## config.mk

```make
export PLATFORM = sky130hd
export DESIGN_NAME = pmp_check_pipe_flat
export DESIGN_NICKNAME = d
export VERILOG_FILES = /design/src/rtl/pmp_check_pipe_if.sv /design/src/rtl/pmp_check_pipe.sv /design/src/flat_wrapper.sv
export SDC_FILE = /design/constraint.sdc
export NUM_CORES = 2
export LEC_CHECK = 0
export CORE_AREA = 4 4 285 287
export CTS_BUF_LIST = sky130_fd_sc_hd__clkbuf_4 sky130_fd_sc_hd__clkbuf_8
export DETAILED_ROUTE_END_ITERATION = 12
export DIE_AREA = 0 0 289 291
export GPL_ROUTABILITY_DRIVEN = 0
export HOLD_SLACK_MARGIN = 0.03
export PLACE_DENSITY = 0.8
export RECOVER_POWER = 50
export SYNTH_ARGS = -nofsm -noshare
export SYNTH_HDL_FRONTEND = slang
export SYNTH_SLANG_ARGS = --single-unit
```

## constraint.sdc

```tcl
create_clock -name clk_i -period 4.29 [get_ports clk_i]
set_input_delay 0.858 -clock clk_i [delete_from_list [all_inputs] [get_ports clk_i]]
set_output_delay 0.858 -clock clk_i [all_outputs]
set_load 0.02 [all_outputs]
```

## src/rtl/pmp_check_pipe_if.sv

```systemverilog
// pmp_check_pipe_if: riscv PMP types plus the req/rsp handshake bundle (master drives req, slave answers rsp)
package riscv;
  typedef logic [2:0] pmp_access_t;
  typedef enum logic [1:0] {PRIV_LVL_U = 2'b00, PRIV_LVL_S = 2'b01, PRIV_LVL_M = 2'b11} priv_lvl_t;
  typedef enum logic [1:0] {OFF = 2'b00, TOR = 2'b01, NA4 = 2'b10, NAPOT = 2'b11} pmp_addr_mode_t;
  typedef struct packed {
    logic           locked;
    logic [1:0]     reserved;
    pmp_addr_mode_t addr_mode;
    pmp_access_t    access_type;
  } pmpcfg_t;
endpackage

interface pmp_check_pipe_if #(
  parameter int PLEN  = 34,
  parameter int IDX_W = 4
);
  logic              req_valid;
  logic              req_ready;
  logic [PLEN-1:0]   req_addr;
  riscv::pmp_access_t req_access;
  riscv::priv_lvl_t  req_priv;
  logic              rsp_valid;
  logic              rsp_ready;
  logic              rsp_allow;
  logic              rsp_hit;
  logic [IDX_W-1:0]  rsp_idx;
  modport master (
    output req_valid, req_addr, req_access, req_priv, rsp_ready,
    input  req_ready, rsp_valid, rsp_allow, rsp_hit, rsp_idx
  );
  modport slave (
    input  req_valid, req_addr, req_access, req_priv, rsp_ready,
    output req_ready, rsp_valid, rsp_allow, rsp_hit, rsp_idx
  );
endinterface

```

## src/rtl/pmp_check_pipe.sv

```systemverilog
// pmp_check_pipe: 2-stage PMP checker; bus = req/rsp handshakes, conf_* = pmpaddr/pmpcfg tables, fault_*/deny_count_o = denial log
module pmp_check_pipe #(
  parameter int PLEN = 34,
  parameter int PMP_LEN = 32,
  parameter int NR_ENTRIES = 16,
  parameter int IDX_W = (NR_ENTRIES > 1) ? $clog2(NR_ENTRIES) : 1,
  parameter int CNT_W = 16,
  localparam int NE = (NR_ENTRIES > 0) ? NR_ENTRIES : 1,
  localparam int AW = PLEN - 2
) (
  input  logic                clk_i,
  input  logic                rst_i,
  pmp_check_pipe_if.slave     bus,
  input  logic [PMP_LEN-1:0]  conf_addr_i [NE],
  input  riscv::pmpcfg_t      conf_i [NE],
  input  logic                fault_clear_i,
  output logic                fault_valid_o,
  output logic [PLEN-1:0]     fault_addr_o,
  output logic [IDX_W-1:0]    fault_idx_o,
  output logic                fault_hit_o,
  output logic [CNT_W-1:0]    deny_count_o
);
  logic s2_load, acc, deny, cap, unused_bits;
  logic [AW-1:0] aw, ca, pa;
  logic [NE-1:0] match_c, perm_c, match_d, match_q, perm_d, perm_q;
  logic s1_valid_d, s1_valid_q, s1_m_d, s1_m_q;
  logic [PLEN-1:0] s1_addr_d, s1_addr_q, rsp_addr_d, rsp_addr_q, fault_addr_d, fault_addr_q;
  logic rsp_valid_d, rsp_valid_q, allow_c, allow_d, allow_q, hit_c, hit_d, hit_q;
  logic [IDX_W-1:0] idx_c, idx_d, idx_q, fault_idx_d, fault_idx_q;
  logic fault_valid_d, fault_valid_q, fault_hit_d, fault_hit_q;
  logic [CNT_W-1:0] deny_count_d, deny_count_q;

  assign s2_load = !rsp_valid_q || bus.rsp_ready;
  assign bus.req_ready = !s1_valid_q || s2_load;
  assign acc = bus.req_valid && bus.req_ready;
  assign deny = rsp_valid_q && bus.rsp_ready && !allow_q;
  // a clear in the same cycle as a denial lets the denial be captured
  assign cap = deny && (!fault_valid_q || fault_clear_i);

  always_comb begin
    match_c = '0;
    perm_c = '0;
    unused_bits = ^bus.req_addr[1:0];
    aw = bus.req_addr[PLEN-1:2];
    ca = '0;
    pa = '0;
    for (int i = 0; i < NR_ENTRIES; i++) begin
      ca = AW'(conf_addr_i[i]);
      pa = (i == 0) ? '0 : AW'(conf_addr_i[(i == 0) ? 0 : i - 1]);
      // NAPOT: ca ^ (ca+1) covers the trailing ones and the first zero, i.e. the ignored low bits
      match_c[i] = (bus.req_priv != riscv::PRIV_LVL_M || conf_i[i].locked) && (
        conf_i[i].addr_mode == riscv::NA4   ? aw == ca :
        conf_i[i].addr_mode == riscv::NAPOT ? ((aw ^ ca) & ~(ca ^ (ca + AW'(1)))) == '0 :
        conf_i[i].addr_mode == riscv::TOR   ? pa < ca && aw >= pa && aw < ca : 1'b0);
      perm_c[i] = (bus.req_access & ~conf_i[i].access_type) == '0;
      unused_bits = unused_bits ^ (^conf_i[i].reserved);
    end
    hit_c = 1'b0;
    idx_c = '0;
    allow_c = s1_m_q;
    for (int i = NR_ENTRIES - 1; i >= 0; i--) begin
      if (match_q[i]) begin
        hit_c = 1'b1;
        idx_c = IDX_W'(i);
        allow_c = perm_q[i];
      end
    end
    s1_valid_d = bus.req_ready ? bus.req_valid : s1_valid_q;
    match_d = acc ? match_c : match_q;
    perm_d = acc ? perm_c : perm_q;
    s1_addr_d = acc ? bus.req_addr : s1_addr_q;
    s1_m_d = acc ? bus.req_priv == riscv::PRIV_LVL_M : s1_m_q;
    rsp_valid_d = s2_load ? s1_valid_q : rsp_valid_q;
    allow_d = (s2_load && s1_valid_q) ? allow_c : allow_q;
    hit_d = (s2_load && s1_valid_q) ? hit_c : hit_q;
    idx_d = (s2_load && s1_valid_q) ? idx_c : idx_q;
    rsp_addr_d = (s2_load && s1_valid_q) ? s1_addr_q : rsp_addr_q;
    fault_valid_d = cap || (fault_valid_q && !fault_clear_i);
    fault_addr_d = cap ? rsp_addr_q : fault_addr_q;
    fault_idx_d = cap ? idx_q : fault_idx_q;
    fault_hit_d = cap ? hit_q : fault_hit_q;
    deny_count_d = (deny && !(&deny_count_q)) ? deny_count_q + CNT_W'(1) : deny_count_q;
  end

  always_ff @(posedge clk_i) begin
    if (rst_i) begin
      s1_valid_q <= 1'b0;
      match_q <= '0;
      perm_q <= '0;
      s1_addr_q <= '0;
      s1_m_q <= 1'b0;
      rsp_valid_q <= 1'b0;
      allow_q <= 1'b0;
      hit_q <= 1'b0;
      idx_q <= '0;
      rsp_addr_q <= '0;
      fault_valid_q <= 1'b0;
      fault_addr_q <= '0;
      fault_idx_q <= '0;
      fault_hit_q <= 1'b0;
      deny_count_q <= '0;
    end else begin
      s1_valid_q <= s1_valid_d;
      match_q <= match_d;
      perm_q <= perm_d;
      s1_addr_q <= s1_addr_d;
      s1_m_q <= s1_m_d;
      rsp_valid_q <= rsp_valid_d;
      allow_q <= allow_d;
      hit_q <= hit_d;
      idx_q <= idx_d;
      rsp_addr_q <= rsp_addr_d;
      fault_valid_q <= fault_valid_d;
      fault_addr_q <= fault_addr_d;
      fault_idx_q <= fault_idx_d;
      fault_hit_q <= fault_hit_d;
      deny_count_q <= deny_count_d;
    end
  end

  assign bus.rsp_valid = rsp_valid_q;
  assign bus.rsp_allow = allow_q;
  assign bus.rsp_hit = hit_q;
  assign bus.rsp_idx = idx_q;
  assign fault_valid_o = fault_valid_q;
  assign fault_addr_o = fault_addr_q;
  assign fault_idx_o = fault_idx_q;
  assign fault_hit_o = fault_hit_q;
  assign deny_count_o = deny_count_q;
endmodule

```

## src/flat_wrapper.sv

```systemverilog
// flat-port wrapper written by rule: the top's interface ports become plain ports
module pmp_check_pipe_flat 
#(
  parameter int PLEN = 34,
  parameter int PMP_LEN = 32,
  parameter int NR_ENTRIES = 16,
  parameter int IDX_W = (NR_ENTRIES > 1) ? $clog2(NR_ENTRIES) : 1,
  parameter int CNT_W = 16,
  localparam int NE = (NR_ENTRIES > 0) ? NR_ENTRIES : 1,
  localparam int AW = PLEN - 2
)
  (clk_i, rst_i, conf_addr_i, conf_i, fault_clear_i, fault_valid_o, fault_addr_o, fault_idx_o, fault_hit_o, deny_count_o, bus_req_valid, bus_req_addr, bus_req_access, bus_req_priv, bus_rsp_ready, bus_req_ready, bus_rsp_valid, bus_rsp_allow, bus_rsp_hit, bus_rsp_idx);
  pmp_check_pipe_if #(.PLEN(PLEN), .IDX_W(IDX_W)) bus_i ();
  input  logic clk_i;
  input  logic rst_i;
  input  logic [PMP_LEN-1:0] conf_addr_i[NE];
  input  riscv::pmpcfg_t conf_i[NE];
  input  logic fault_clear_i;
  output logic fault_valid_o;
  output logic [PLEN-1:0] fault_addr_o;
  output logic [IDX_W-1:0] fault_idx_o;
  output logic fault_hit_o;
  output logic [CNT_W-1:0] deny_count_o;
  input wire logic [$bits(bus_i.req_valid)-1:0] bus_req_valid;
  input wire logic [$bits(bus_i.req_addr)-1:0] bus_req_addr;
  input wire logic [$bits(bus_i.req_access)-1:0] bus_req_access;
  input wire logic [$bits(bus_i.req_priv)-1:0] bus_req_priv;
  input wire logic [$bits(bus_i.rsp_ready)-1:0] bus_rsp_ready;
  output wire logic [$bits(bus_i.req_ready)-1:0] bus_req_ready;
  output wire logic [$bits(bus_i.rsp_valid)-1:0] bus_rsp_valid;
  output wire logic [$bits(bus_i.rsp_allow)-1:0] bus_rsp_allow;
  output wire logic [$bits(bus_i.rsp_hit)-1:0] bus_rsp_hit;
  output wire logic [$bits(bus_i.rsp_idx)-1:0] bus_rsp_idx;
  assign bus_i.req_valid = bus_req_valid;
  assign bus_i.req_addr = bus_req_addr;
  assign bus_i.req_access = bus_req_access;
  assign bus_i.req_priv = bus_req_priv;
  assign bus_i.rsp_ready = bus_rsp_ready;
  assign bus_req_ready = bus_i.req_ready;
  assign bus_rsp_valid = bus_i.rsp_valid;
  assign bus_rsp_allow = bus_i.rsp_allow;
  assign bus_rsp_hit = bus_i.rsp_hit;
  assign bus_rsp_idx = bus_i.rsp_idx;
  pmp_check_pipe #(.PLEN(PLEN), .PMP_LEN(PMP_LEN), .NR_ENTRIES(NR_ENTRIES), .IDX_W(IDX_W), .CNT_W(CNT_W)) u_core (.clk_i(clk_i), .rst_i(rst_i), .bus(bus_i), .conf_addr_i(conf_addr_i), .conf_i(conf_i), .fault_clear_i(fault_clear_i), .fault_valid_o(fault_valid_o), .fault_addr_o(fault_addr_o), .fault_idx_o(fault_idx_o), .fault_hit_o(fault_hit_o), .deny_count_o(deny_count_o));
endmodule
```

; Yosys cells after proc, flatten, opt, wreduce, memory -nomap -nowiden
; Index checks and enable logic that the tools add are counted.
[word_totals]
regBits = 165
in_bits = 684
wordCells = 452
out_inout_bits = 64
[classes]
order_cmp = 48
mux = 96
bitwise = 96
addsub = 17
eq_ne = 66
n_reduce_logical = 114
[op_table]
columns = cell, n
row1 = XOR 32 bit, 32
row2 = less-than comparator 32 bit, 31
row3 = "adder 32 x 1 -> 32 bit, second input constant", 16
row4 = bitwise AND 32 bit, 16
row5 = equality test 32 bit, 16
row6 = zero test 32 bit, 16
row7 = NOT 32 bit, 16
row8 = >= comparator 32 bit, 15
row9 = 2-to-1 mux 1 bit, 80
row10 = "equality test 2 bit, second input constant", 33
row11 = 2-to-1 mux 4 bit, 16
row12 = logical AND 1 bit, 55
row13 = bitwise AND 3 bit, 16
row14 = zero test 3 bit, 16
row15 = NOT 3 bit, 16
row16 = "equality test 2 x 1 -> 1 bit, second input constant", 16
row17 = ">= comparator 32 x 1 -> 1 bit, second input constant", 1
row18 = "less-than comparator 1 x 32 -> 1 bit, first input constant", 1
row19 = logical OR 1 bit, 20
row20 = "adder 16 x 1 -> 16 bit, second input constant", 1
row21 = AND reduction 16 bit, 1
row22 = zero test 1 bit, 6
row23 = "!= test 2 bit, second input constant", 1

; Depth between registers and ports, before layout
[depth]
word_depth = 16
ltp_mapped = 10
depth_no_buf = 10

; Least setup slack after synthesis
; Ideal clock, no wire load.
[synth_path]
path_kind = input port to flip-flop
startpoint = in conf_addr_i[351] (netlist bit)
endpoint = reg u_core.match_q[6]
setup_time_ns = 0.067
arrival_ns = 2.996
slack_ns = 1.227
n_path_buf = 0
path_stages = 10
t_required_ns = 4.223
cell_sequence = inv_1 -> ha_1 -> and4_1 -> nand4_1 -> or4_1 -> or4_1 -> inv_1 -> o2111ai_1 -> a31o_1 -> o21ai_2
[synth_via]
elab_chain_len = 7
word_cells_on_any_way = 8
cone_classes = order compare (2) / mux (3) / reduce/logical (3)
[synth_rtl]
columns = element, line
row1 = "start, declared", flat_wrapper.sv:16  ; input logic [PMP_LEN-1:0] conf_addr_i[NE];
row2 = less-than comparator 32 bit / >= comparator 32 bit (equally long branches), pmp_check_pipe.sv:54  ; conf_i[i].addr_mode == riscv::TOR ? pa < ca && aw >= pa && aw < ca : 1'b0);
row3 = logical AND 1 bit * (2 in series), pmp_check_pipe.sv:54
row4 = 2-to-1 mux 1 bit *, pmp_check_pipe.sv:54
row5 = 2-to-1 mux 1 bit *, pmp_check_pipe.sv:53  ; conf_i[i].addr_mode == riscv::NAPOT ? ((aw ^ ca) & ~(ca ^ (ca + AW'(1)))) == '0 :
row6 = 2-to-1 mux 1 bit *, pmp_check_pipe.sv:52  ; conf_i[i].addr_mode == riscv::NA4 ? aw == ca :
row7 = logical AND 1 bit *, pmp_check_pipe.sv:51  ; match_c[i] = (bus.req_priv != riscv::PRIV_LVL_M || conf_i[i].locked) && (
row8 = "end signal, assigned", pmp_check_pipe.sv:104  ; match_q <= match_d;
row9 = "end, declared", pmp_check_pipe.sv:25  ; logic [NE-1:0] match_c, perm_c, match_d, match_q, perm_d, perm_q;
; Mark *: on every way between the ends. The rest lies on a longest branch, timed or not.
; A chain may end at the register's enable or synchronous reset.

; Worst setup path after layout
[layout_path]
startpoint = in conf_addr_i[244] (netlist bit)
endpoint = reg u_core.match_q[8]
[layout_via]
elab_chain_len = 8
word_cells_on_any_way = 15
cone_classes = add/sub (1) / order compare (2) / eq/ne (1) / mux (3) / bitwise (4) / reduce/logical (4)
[layout_rtl]
columns = element, line
row1 = adder 32 x 1 -> 32 bit, pmp_check_pipe.sv:53
row2 = XOR 32 bit, pmp_check_pipe.sv:53
row3 = NOT 32 bit, pmp_check_pipe.sv:53
row4 = bitwise AND 32 bit, pmp_check_pipe.sv:53
row5 = zero test 32 bit, pmp_check_pipe.sv:53
row6 = 2-to-1 mux 1 bit, pmp_check_pipe.sv:53
row7 = 2-to-1 mux 1 bit *, pmp_check_pipe.sv:52
row8 = logical AND 1 bit *, pmp_check_pipe.sv:51
; Marked as above.

==> out/summary.txt <==
Average vias per placed instance - 6.57
Unrepaired setup endpoints after global routing - false
Maximum vdd drop - 197 uV
Crit path largest cell delay - 0.73 ns
Startpoint types - primary input
Final non-filler cell area - 45800 sq um
Inserted Clock Buffers - 17
Net count reported at finish - 7455
Resize count post-CTS - 0
Ys flop type - dfxtp_1
Cell with the most instances after synthesis - ha_1
Number of optimization iterations in the first detailed-route pass - 7
Min-delay worst type - flip-flop to flip-flop
Net count after synthesis - 6672
Synthesis-to-layout area growth - 26.0%
Total wire length after detailed routing - 171000 microns
Post-synth design cell area - 36400 sq um
Library cell occupying the most area in the post-synthesis netlist - ha_1
Initial antenna violation count - 24
# IOs - 748
Maximum operating frequency - 267 MHz
Worst Path Arrival - 4.19 ns
CTS hold repair buffers - 0
R2R depth - 7
Pre-CTS worst setup slack - 0.178 ns
Number of nets with antenna violations after detailed routing - 0
Average wire length per cell after detail routing - 24.9 microns
Worst path slowest cell - a2111oi_0
Top cells by area in the synthesized netlist - ha_1, dfxtp_1, a21oi_1
Max-cap violation count - 2
Worst Setup Slack, final - 0.545 ns
Distinct cell type count of the synthesized netlist - 82
Setup_tns - 0 ns
Fill cells - 7370
Fraction of final layout cells with drive strength greater than 1 - 0.0354
Type of element capturing the critical path - flip-flop
Clock tree from TritonCTS - built
Share of flip-flops with an asynchronous set or reset after synthesis - 0
Post-layout min period - 3.75 ns
Latest clock arrival within the worst-skew pair - 0.52 ns
Top Family by Delay on Critical Path - simple AND/OR/NAND/NOR gates
Synthesized area divided by synthesized cell count - 7.29 sq um
Sum of overflow across all layers after global routing - 0
Number of enable-type register cells in the synthesized netlist - 0
Count of routing violations after the opening detailed-route iteration - 5061
First-pass GRT wire length - 249000 microns
Static Leakage - 21.1 nW
Max-slew violation count - 141
Number of placement rows - 103
Width of the chip - 289 microns
Warnings, synthesis - 0
Starting utilization of the core area - 0.463
# setup viols final - 0
Die footprint - 84100 sq um
Stages on worst setup path - 11
Share of the clock period used by the worst path - 0.873
Number of instances on the worst hold path - 2
Post-DP HPWL - 144000 microns
Flop and latch count out of synthesis - 165
CTS sink count - 165
Sequence of cells on the critical path - clkdlybuf4s50_1 -> inv_1 -> ha_1 -> nand4_1 -> nor4_1 -> nand3_1 -> a2111oi_0 -> nand4_1 -> nor4_1 -> a221oi_1 -> o31ai_1
Syn Inst Count - 4993
Remaining design rule violation count - 0
Number of buffers on the longest clock path - 2
PD cells - 160 nW/um^2
Standard cell core area - 78600 sq um
Portion of the post-synthesis area used by sequential elements - 0.0908
Worst Tran Pin Value - 2.18 ns
Most used standard cells in the synthesized netlist - ha_1, a21oi_1, inv_1
Largest net degree at the start of global routing - 100
Violations in the final reports - max-capacitance violations, max-slew violations
Critical path peak fanout - 5
Portion of synthesized cell area occupied by the leading cell type - 0.342
Cell area after placement - 45400 sq um
# H-tree levels - 4
CTS root buffer - clkbuf_8
Vias after detailed routing - 45.0k
Buffers and inverters on the worst path - 2
Overall fraction of global-route tracks in use - 0.382
Critical path class - primary input to flip-flop
Die outline height - 291 microns
Post-CTS Setup Bufs - 0
Clock-pin slew of the registers on the worst-case setup and hold paths - 0.15 ns
Count of buffers inserted at the top-level ports - 715
Number of global-route vias before repair - 43.1k
Endpoint required time on the critical path - 4.73 ns
Hold Vio Cnt, Final - 0
Largest clock skew in the final design - 0.0634 ns
Worst slew margin relative to its limit - -0.450
Result of the run - finished with violations
-- report_power, final --
group	internal [mW]	total, mW	leakage (nW)	switching, mW
clock	0.460	1.30	0.209	0.837
sequential	1.58	1.63	1.34	0.0494
combinational	1.86	4.42	19.6	2.57
total	3.90	7.35	21.1	3.45
-- placed cells by master (no fill, tap or decap), types with 13 or more instances in the layout --
cell type          n
a2111oi_0         38
a211o_1           17
a211oi_1          59
a21o_1           126
a21oi_1          623
a221oi_1          13
a22oi_1           23
a31oi_1           98
a32oi_1           20
a41oi_1           25
and2_1            18
and3_1            65
and4_1            54
buf_2             31
buf_4             96
clkbuf_8          17
clkdlybuf4s50_1  634
dfxtp_1          165
diode_2           14
dlygate4sd3_1     49
ha_1             995
inv_1            558
nand2_1          466
nand2b_1          43
nand3_1          150
nand4_1          213
nor2_1           249
nor2b_1           75
nor3_1           100
nor4_1           132
o2111ai_1         16
o211ai_1          47
o21a_1            19
o21ai_0          236
o221ai_1          22
o22ai_1           40
o31a_1            21
or3_1             13
or4_1             25
xor2_1            19
-- flip-flops by register name (all words and copies together), names as in the netlist --
register and flops:
u_core.bus.rsp_idx 4, u_core.fault_hit_o 1, u_core.rsp_addr_q 34, u_core.fault_addr_o 34, u_core.s1_addr_q 34, u_core.perm_q 16, u_core.bus.rsp_valid 1, u_core.deny_count_o 16
u_core.fault_idx_o 4, u_core.fault_valid_o 1, u_core.bus.rsp_allow 1, u_core.s1_valid_q 1, u_core.s1_m_q 1, u_core.bus.rsp_hit 1, u_core.match_q 16
-- cell families (layout without fill, tap and decap cells) --
family | after synthesis | count (layout) | synth area share
compound gates | 1527 | 1527 | 0.260
flops | 165 | 165 | 0.0908
buf+inv | 622 | 1418 | 0.0642
xor+xnor | 22 | 22 | 0.00530
mux | 3 | 3 | 0.000826
simple gates | 1659 | 1659 | 0.237
other cells | 0 | 14 | 0
fa+ha+maj | 995 | 995 | 0.342
-- final timing paths --
path / startpoint / to / slack (ns)
max: conf_addr_i[244] / u_core.match_q[8] / 0.54
min: u_core.s1_addr_q[19] / u_core.rsp_addr_q[19] / 0.42
max reg2reg: u_core.bus.rsp_valid / u_core.bus.rsp_allow / 1.52
min reg2reg: u_core.s1_addr_q[19] / u_core.rsp_addr_q[19] / 0.42
-- tightest hold or removal path, delay by kind of cell (launching register included) --
family | cells | cell delay [ns]
simple gates | 1 | 0.05
compound gates | 1 | 0.05
flops | 1 | 0.32
-- metrics by stage --
step | instances | power (mW) | utilization | hold slack [ns]
3_3_place_gp | 6807 | 5.79 | 0.578 | 0.436
5_1_grt | 6849 | 7.80 | 0.583 | 0.463
6_report | 6853 | 7.35 | 0.583 | 0.423
3_5_place_dp | 6807 | 5.92 | 0.578 | 0.442
2_1_floorplan | 4993 | 3.93 | - | 0.432
4_1_cts | 6839 | 7.21 | 0.583 | 0.428
-- area by class of cell --
type	count	area, sq um	area share
sequential	165	3300	0.0721
clock buffer	17	234	0.00511
timing repair buffer	822	7890	0.172
inverter	564	2120	0.0462
clock inverter	15	193	0.00420
antenna	14	35.0	0.000764
multi-input combinational	4206	30700	0.671
tap	1050	1310	0.0287
-- routing by layer --
metal  share of wire  vias to the layer above  GRT usage
met4            0.10                       20      0.305
met3            0.13                      906     0.0821
met5         0.00061                        -          0
li1                -                    20621          -
met1            0.36                    20248      0.467
met2            0.41                     3224      0.578
Note: power is estimated with default switching activity, not from simulation.
